### config.mk
export PLATFORM = sky130hd
export DESIGN_NAME = uart_rx_framer
export DESIGN_NICKNAME = d
export VERILOG_FILES = /design/src/rtl/uart_rx_framer.sv
export SDC_FILE = /design/constraint.sdc
export NUM_CORES = 1
export LEC_CHECK = 0
export CAP_MARGIN = 15
export CELL_PAD_IN_SITES_DETAIL_PLACEMENT = 1
export CELL_PAD_IN_SITES_GLOBAL_PLACEMENT = 1
export CORE_UTILIZATION = 38
export CTS_BUF_LIST = sky130_fd_sc_hd__clkbuf_4
export DETAILED_ROUTE_END_ITERATION = 10
export PLACE_DENSITY = 0.64
export SKIP_CTS_REPAIR_TIMING = 1
export SYNTH_ARGS = -nofsm -noshare
export SYNTH_HDL_FRONTEND = slang
export SYNTH_SLANG_ARGS = --single-unit
### constraint.sdc
create_clock -name clk -period 2.05 [get_ports clk]
set_input_delay 0.41 -clock clk [delete_from_list [all_inputs] [get_ports clk]]
set_output_delay 0.41 -clock clk [all_outputs]
set_load 0.01 [all_outputs]
### src/rtl/uart_rx_framer.sv
// uart_rx_framer: turns a uart_rx byte stream into checksummed packets (SOF, LEN, payload, CHK).
// Optional idle timeout inside a frame is enabled by defining UART_RX_FRAMER_TIMEOUT_EN.
module uart_rx_framer #(
  parameter int          MAX_LEN        = 16,
  parameter logic [7:0]  SOF_BYTE       = 8'hA5,
  parameter int          TIMEOUT_CYCLES = 4096
) (
  input  logic       clk,
  input  logic       rst,
  input  logic [7:0] rx_data,
  input  logic       rx_valid,
  output logic [7:0] out_data,
  output logic       out_valid,
  input  logic       out_ready,
  output logic       out_last,
  output logic       frame_ok,
  output logic       frame_err,
  output logic [1:0] err_code,
  output logic       busy
);
  // state   | meaning
  // IDLE    | hunting for SOF_BYTE
  // LEN     | waiting for the length byte
  // PAYLOAD | storing payload bytes and accumulating the sum
  // CHK     | waiting for the checksum byte
  // DRAIN   | releasing the buffered payload on the output stream
  localparam int LW = $clog2(MAX_LEN + 1);
  localparam int IW = $clog2(MAX_LEN);
  localparam logic [7:0] MAX_LEN_B = 8'(MAX_LEN);

  if (MAX_LEN < 2 || MAX_LEN > 255 || TIMEOUT_CYCLES < 1) begin : g_bad_param
    $error("uart_rx_framer: unsupported parameter values");
  end

  typedef enum logic [2:0] {S_IDLE, S_LEN, S_PAYLOAD, S_CHK, S_DRAIN} state_t;

  state_t          state, state_n;
  logic [LW-1:0]   len, len_n, wr_idx, wr_idx_n, rd_idx, rd_idx_n, last_idx;
  logic [7:0]      sum, sum_n, chk_sum;
  logic            frame_ok_n, frame_err_n, buf_we, xfer, timed_out;
  logic [1:0]      err_code_n;
  logic [7:0]      buf_mem [MAX_LEN];

  assign last_idx  = len - LW'(1);
  assign chk_sum   = sum + rx_data;
  assign out_valid = (state == S_DRAIN);
  assign out_data  = buf_mem[rd_idx[IW-1:0]];
  assign out_last  = out_valid && (rd_idx == last_idx);
  assign busy      = (state != S_IDLE);
  assign xfer      = out_valid && out_ready;

`ifdef UART_RX_FRAMER_TIMEOUT_EN
  localparam int TW = $clog2(TIMEOUT_CYCLES + 1);
  logic [TW-1:0] idle_cnt, idle_cnt_n;

  // Counts consecutive byte-free cycles while a frame is being received.
  always_comb begin
    idle_cnt_n = '0;
    timed_out  = 1'b0;
    if ((state == S_LEN || state == S_PAYLOAD || state == S_CHK) && !rx_valid) begin
      if (idle_cnt == TW'(TIMEOUT_CYCLES - 1)) timed_out = 1'b1;
      else idle_cnt_n = idle_cnt + TW'(1);
    end
  end

  always_ff @(posedge clk or posedge rst) begin
    if (rst) idle_cnt <= '0;
    else     idle_cnt <= idle_cnt_n;
  end
`else
  assign timed_out = 1'b0;
`endif

  always_comb begin
    state_n     = state;
    len_n       = len;
    wr_idx_n    = wr_idx;
    rd_idx_n    = rd_idx;
    sum_n       = sum;
    frame_ok_n  = 1'b0;
    frame_err_n = 1'b0;
    err_code_n  = err_code;
    buf_we      = 1'b0;
    case (state)
      S_IDLE:
        if (rx_valid && rx_data == SOF_BYTE) state_n = S_LEN;
      S_LEN:
        if (rx_valid) begin
          if (rx_data == 8'd0 || rx_data > MAX_LEN_B) begin
            frame_err_n = 1'b1;
            err_code_n  = 2'd0;
            state_n     = S_IDLE;
          end else begin
            len_n    = rx_data[LW-1:0];
            sum_n    = rx_data;
            wr_idx_n = '0;
            rd_idx_n = '0;
            state_n  = S_PAYLOAD;
          end
        end
      S_PAYLOAD:
        if (rx_valid) begin
          buf_we   = 1'b1;
          sum_n    = chk_sum;
          wr_idx_n = wr_idx + LW'(1);
          if (wr_idx == last_idx) state_n = S_CHK;
        end
      S_CHK:
        if (rx_valid) begin
          if (chk_sum == 8'd0) begin
            frame_ok_n = 1'b1;
            state_n    = S_DRAIN;
          end else begin
            frame_err_n = 1'b1;
            err_code_n  = 2'd1;
            state_n     = S_IDLE;
          end
        end
      S_DRAIN: begin
        // Bytes arriving while draining are dropped; the drain itself carries on.
        if (rx_valid) begin
          frame_err_n = 1'b1;
          err_code_n  = 2'd3;
        end
        if (xfer) begin
          rd_idx_n = rd_idx + LW'(1);
          if (out_last) state_n = S_IDLE;
        end
      end
      default: state_n = S_IDLE;
    endcase
    if (timed_out) begin
      frame_err_n = 1'b1;
      err_code_n  = 2'd2;
      state_n     = S_IDLE;
    end
  end

  always_ff @(posedge clk or posedge rst) begin
    if (rst) begin
      state     <= S_IDLE;
      len       <= '0;
      wr_idx    <= '0;
      rd_idx    <= '0;
      sum       <= '0;
      frame_ok  <= 1'b0;
      frame_err <= 1'b0;
      err_code  <= 2'd0;
    end else begin
      state     <= state_n;
      len       <= len_n;
      wr_idx    <= wr_idx_n;
      rd_idx    <= rd_idx_n;
      sum       <= sum_n;
      frame_ok  <= frame_ok_n;
      frame_err <= frame_err_n;
      err_code  <= err_code_n;
    end
  end

  // Payload storage is deliberately left out of reset.
  always_ff @(posedge clk) begin
    if (buf_we) buf_mem[wr_idx[IW-1:0]] <= rx_data;
  end

endmodule

# [After elaboration in Yosys (flattened, before gate mapping)]
# Memory sizes are Yosys's and may differ from the RTL's.
# Cells that the tools add are included.
[word_totals] register_bits=30 memories=1 elab_cells=87 ramBits=128 in_bits=12 latch_bits=0 romBits=0
[memory_table] memory="buf_mem" words=16 word_bits=8 read_ports=1 rd_ports_with_merged_regs=0 wr=1 line_no="42" source="logic [7:0] buf_mem [MAX_LEN];"
[classes] magnitude_cmp=1 n_reduce_logical=16 bitwise=1 muxes=38 shift=0 add_sub_neg=4 div_mod_pow=0 mul=0 n_eq_ne=18
[op_table] cell="$mux 3" count=8
[op_table] cell="$mux 8" count=3
[op_table] cell="$mux 5" count=4
[op_table] cell="$pmux 5 s2" count=2
[op_table] cell="$ne 2x2->1 const B" count=9
[op_table] cell="$logic_not 8->1" count=2
[op_table] cell="$pmux 8 s2" count=1
[op_table] cell="$pmux 3 s5" count=1
[op_table] cell="$mux 2" count=6
[op_table] cell="$mux 1" count=11
[op_table] cell="$add 5x1->5 const B" count=2
[op_table] cell="$eq 5x5->1" count=2
[op_table] cell="$add 8x8->8" count=1
[op_table] cell="$eq 8x8->1 const B" count=1
[op_table] cell="$gt 8x5->1 const B" count=1
[op_table] cell="$reduce_and 4->1" count=2
[op_table] cell="$reduce_and 7->1" count=1
[op_table] cell="$eq 3x2->1 const B" count=2
[op_table] cell="$pmux 2 s3" count=1
[op_table] cell="$reduce_and 6->1" count=1
[op_table] cell="$reduce_bool 3->1" count=2
[op_table] cell="$sub 5x1->5 const B" count=1
[op_table] cell="$ne 2x1->1 const B" count=2
[op_table] cell="$reduce_bool 2->1" count=2
[op_table] cell="other kinds (8)" count=10

# [Longest topological paths before layout]
[depth] word_depth=6 depth_mapped=9

# [Worst setup path after synthesis]
# OpenSTA, ideal clock, no wires.
[synth_timing] path_kind="flip-flop to flip-flop" start="register state[2]" end="memory buf_mem[0][0] (enable)" t_required_ns=1.667 arrival_ns=1.872 setup_ns=0.383 setup_slack_ns=-0.206 path_stages_with_launch=7 synth_period_minus_slack_ns=2.256 cell_sequence="dfrtp_1 > buf_2 > or3b_1 > buf_4 > nor2_8 > nand2_1 > nor3_1"
[synth_between] elab_chain_len=4
[synth_rtl] element="start: declaration" line_no="37" source="state_t state, state_n;"
[synth_rtl] element="start signal: assignment" line_no="150" source="state <= state_n;"
[synth_rtl] element="$eq 3x2->1" line_no="84" source="case (state)"
[synth_rtl] element="$mux 1" line_no="84"
[synth_rtl] element="$mux 1" line_no="163" source="if (buf_we) buf_mem[wr_idx[IW-1:0]] <= rx_data;"
[synth_rtl] element="$mux 1 (not written as such)" line_no="163"
[synth_rtl] element="end: declaration" line_no="42"
# No other way between the ends.

# [Worst setup path after layout]
[layout_timing] start="register rd_idx[0]" end="output port out_data[5]"
[layout_between] elab_chain_len=1
[layout_rtl] element="start: declaration" line_no="38" source="logic [LW-1:0] len, len_n, wr_idx, wr_idx_n, rd_idx, rd_idx_n, last_idx;"
[layout_rtl] element="start signal: assignment" line_no="153" source="rd_idx <= rd_idx_n;"
[layout_rtl] element="$mem_v2 16x8"
[layout_rtl] element="end: declaration" line_no="12" source="output logic [7:0] out_data,"
# No other way between the ends.

==> run metrics <==
clk slew on worst S/H paths=0.13 ns; port buffer count=26; met3 GRT Util=0.0378; HPWL Detailed=12.1 mm; Clock Tree Root=clkbuf_4; CTS tree=built; total gr overflow=0; Avg Inst Size Synth=between 15 and 20 um^2; Routability Congestion=0.850; GRT met2 Usage=0.318; Setup Skew=0.0172 ns; drt pass-1 iters=7; initial drt markers=190; via count=4,081; setup_tns=-6.86 ns; synth top area cells=edfxtp_1 55%, dfrtp_1 11%, mux4_1 9.3%; Rel. slew slack=0.670; crit start category=register; Data arrival, critical path=2.44 ns; fin worst setup slack=-0.799 ns; maximum clock frequency=about 350 MHz; vias per cell=5.27; Fin. Hold Viols=0; fin crit period=2.85 ns; Routed WL=roughly 17 mm; largest family of logic cells by synthesized area=multiplexers; cell area after synthesis=7040 um^2; number of synthesized register bits=158; # H-tree levels=4; violated checks=design-rule violations, negative setup slack; Post-Syn Nets=437; die area=around 19,000 um^2; compound-gate portion of the synthesized area=0.0359; Remaining DRCs=6; top-count cell post-synth=edfxtp_1; final core utilization=0.478; Post-synth EDFFs=128; Max Slew Vio Count=0; setup violators final=13; GR peak layer=met2; PwrDens=between 1000 and 1500 nW/um^2; clk buf depth=2; DR WL/cell=22.4 um; Commonest cells post-synth=128 x edfxtp_1, 30 x dfrtp_1, 28 x nor2_1, 27 x nand2_1, 25 x mux4_1; number of global-route vias before repair=4,429; Rows=49; top_reg_cell synth=edfxtp_1; dpl cells=733; critical path class=reg2out; Least-Margin Pin Slew=0.494 ns; count of unique library cells instantiated by Yosys=58; RSZ-0062 raised after global routing=yes; Total GRT Usage=0.189; largest net degree at the start of global routing=37; crit share post-route=1.39; layout cells sized above 1=0.400; met1 Track Usage GR=0.238; number of buffers created by CTS=17; area leader, netlist=edfxtp_1; NumNets Final=556; Clock Latency Late Sink=0.56 ns; status=finished, violations left; Setup crit end kind=output port; chip width=138 um; worst-path maximum fanout=8; core box area=18,100 um^2; Post-Synth Adder-Cell Area=0.0260; peak supply drop=roughly 0.00037 V; die height=138 um; Post-Synth XOR/XNOR Area=0.0311; CP required=~1.6 ns; top cell type's share of synthesized area=0.546; count of max-cap constraint violations=0; Final ANT Viol Nets=0; initial antenna violation count=2; Synth async-reset ratio=0.190; hold crit path type=in2async; LEAKAGE=3.18 nW; first-pass GRT wire length=26.2 mm; Clock Sinks=158; cell count after synthesis=around 410; fin cells=774; proportion of synthesized area in mux cells=0.157; Yosys warning count=0; P&R area growth vs syn=22.8%; Post-Synth Simple-Gate Area=0.0761; sequential-to-total area share from yosys stat=0.653; Top Ports=27; initial core utilization=0.389
[cell type report]
cell class,count,area [um^2]
inverter,13,51.3
clock inverter,12,140
fill,1756,9450
multi-input combinational,224,2410
clock buffer,20,150
antenna,2,5.00
sequential,158,4600
tap,229,287
timing repair buffer,116,1000
[layout by cell type, fill, tap and decap left out, types with 9 or more instances in the layout]
cell,synthesis,routed
buf_4,2,77
nand2_1,27,26
nor2_1,28,27
clkdlybuf4s50_1,0,14
buf_6,4,9
xor2_1,14,13
ha_1,13,10
clkbuf_2,0,9
edfxtp_1,128,128
dfrtp_1,30,29
mux4_2,15,34
inv_1,12,9
clkbuf_4,0,20
[registers in the layout, summed over array words and instances, names as in the netlist]
| register | count |
|---|---|
| buf_mem | 128 |
| sum | 8 |
| wr_idx | 5 |
| frame_ok | 1 |
| err_code | 2 |
| len | 5 |
| frame_err | 1 |
| rd_idx | 5 |
| state | 3 |
[metal layers]
layer / routed length [um] / up-vias
li1: - / 1850
met5: 0 / -
met1: 7540 / 2139
met4: 458 / 0
met3: 432 / 30
met2: 8900 / 62
[worst paths after layout]
path	endpoint	slack, ns	cells past startpoint	startpoint
hold reg to reg	sum[2]	0.54	1	sum[2]
min in group clk	sum[0]	0.53	5	rx_data[0]
hold / removal	rd_idx[1]	0.17	2	rst
setup reg to reg	state[2]	-0.05	9	sum[0]
setup / recovery	out_data[5]	-0.80	5	rd_idx[0]
max in group asynchronous	sum[4]	1.34	3	rst
[cell families after synthesis]
kind of cell | count (synthesis)
compound gates | 34
xor+xnor | 25
fa+ha+maj | 14
buf+inv | 29
flops | 158
mux | 50
simple gates | 101
[critical path: stages, from the launching register on]
cell and delay [ns]:
dfrtp_2 0.42, buf_12 0.14, clkbuf_16 0.17, mux4_2 0.55, mux4_2 0.47, clkbuf_2 0.14
[where the power goes]
group | switching, mW | total [mW] | internal (mW)
logic | 1.49 | 3.27 | 1.78
registers | 0.160 | 3.76 | 3.60
clock network | 1.15 | 1.93 | 0.783
[stage by stage]
| step | hold WS (ns) | total power, mW | worst slack (ns) | area (um^2) |
|---|---|---|---|---|
| 2_1_floorplan | 0.484 | 5.78 | -0.205 | 7050 |
| 3_3_place_gp | 0.502 | 6.89 | -0.768 | 8140 |
| 5_1_grt | 0.168 | 9.41 | -0.905 | 8640 |
| 3_5_place_dp | 0.515 | 6.99 | -0.779 | 8140 |
| 4_1_cts | 0.128 | 8.91 | -1.21 | 8430 |
| 6_report | 0.168 | 8.96 | -0.799 | 8640 |
Note: power is estimated with default switching activity, not from simulation.
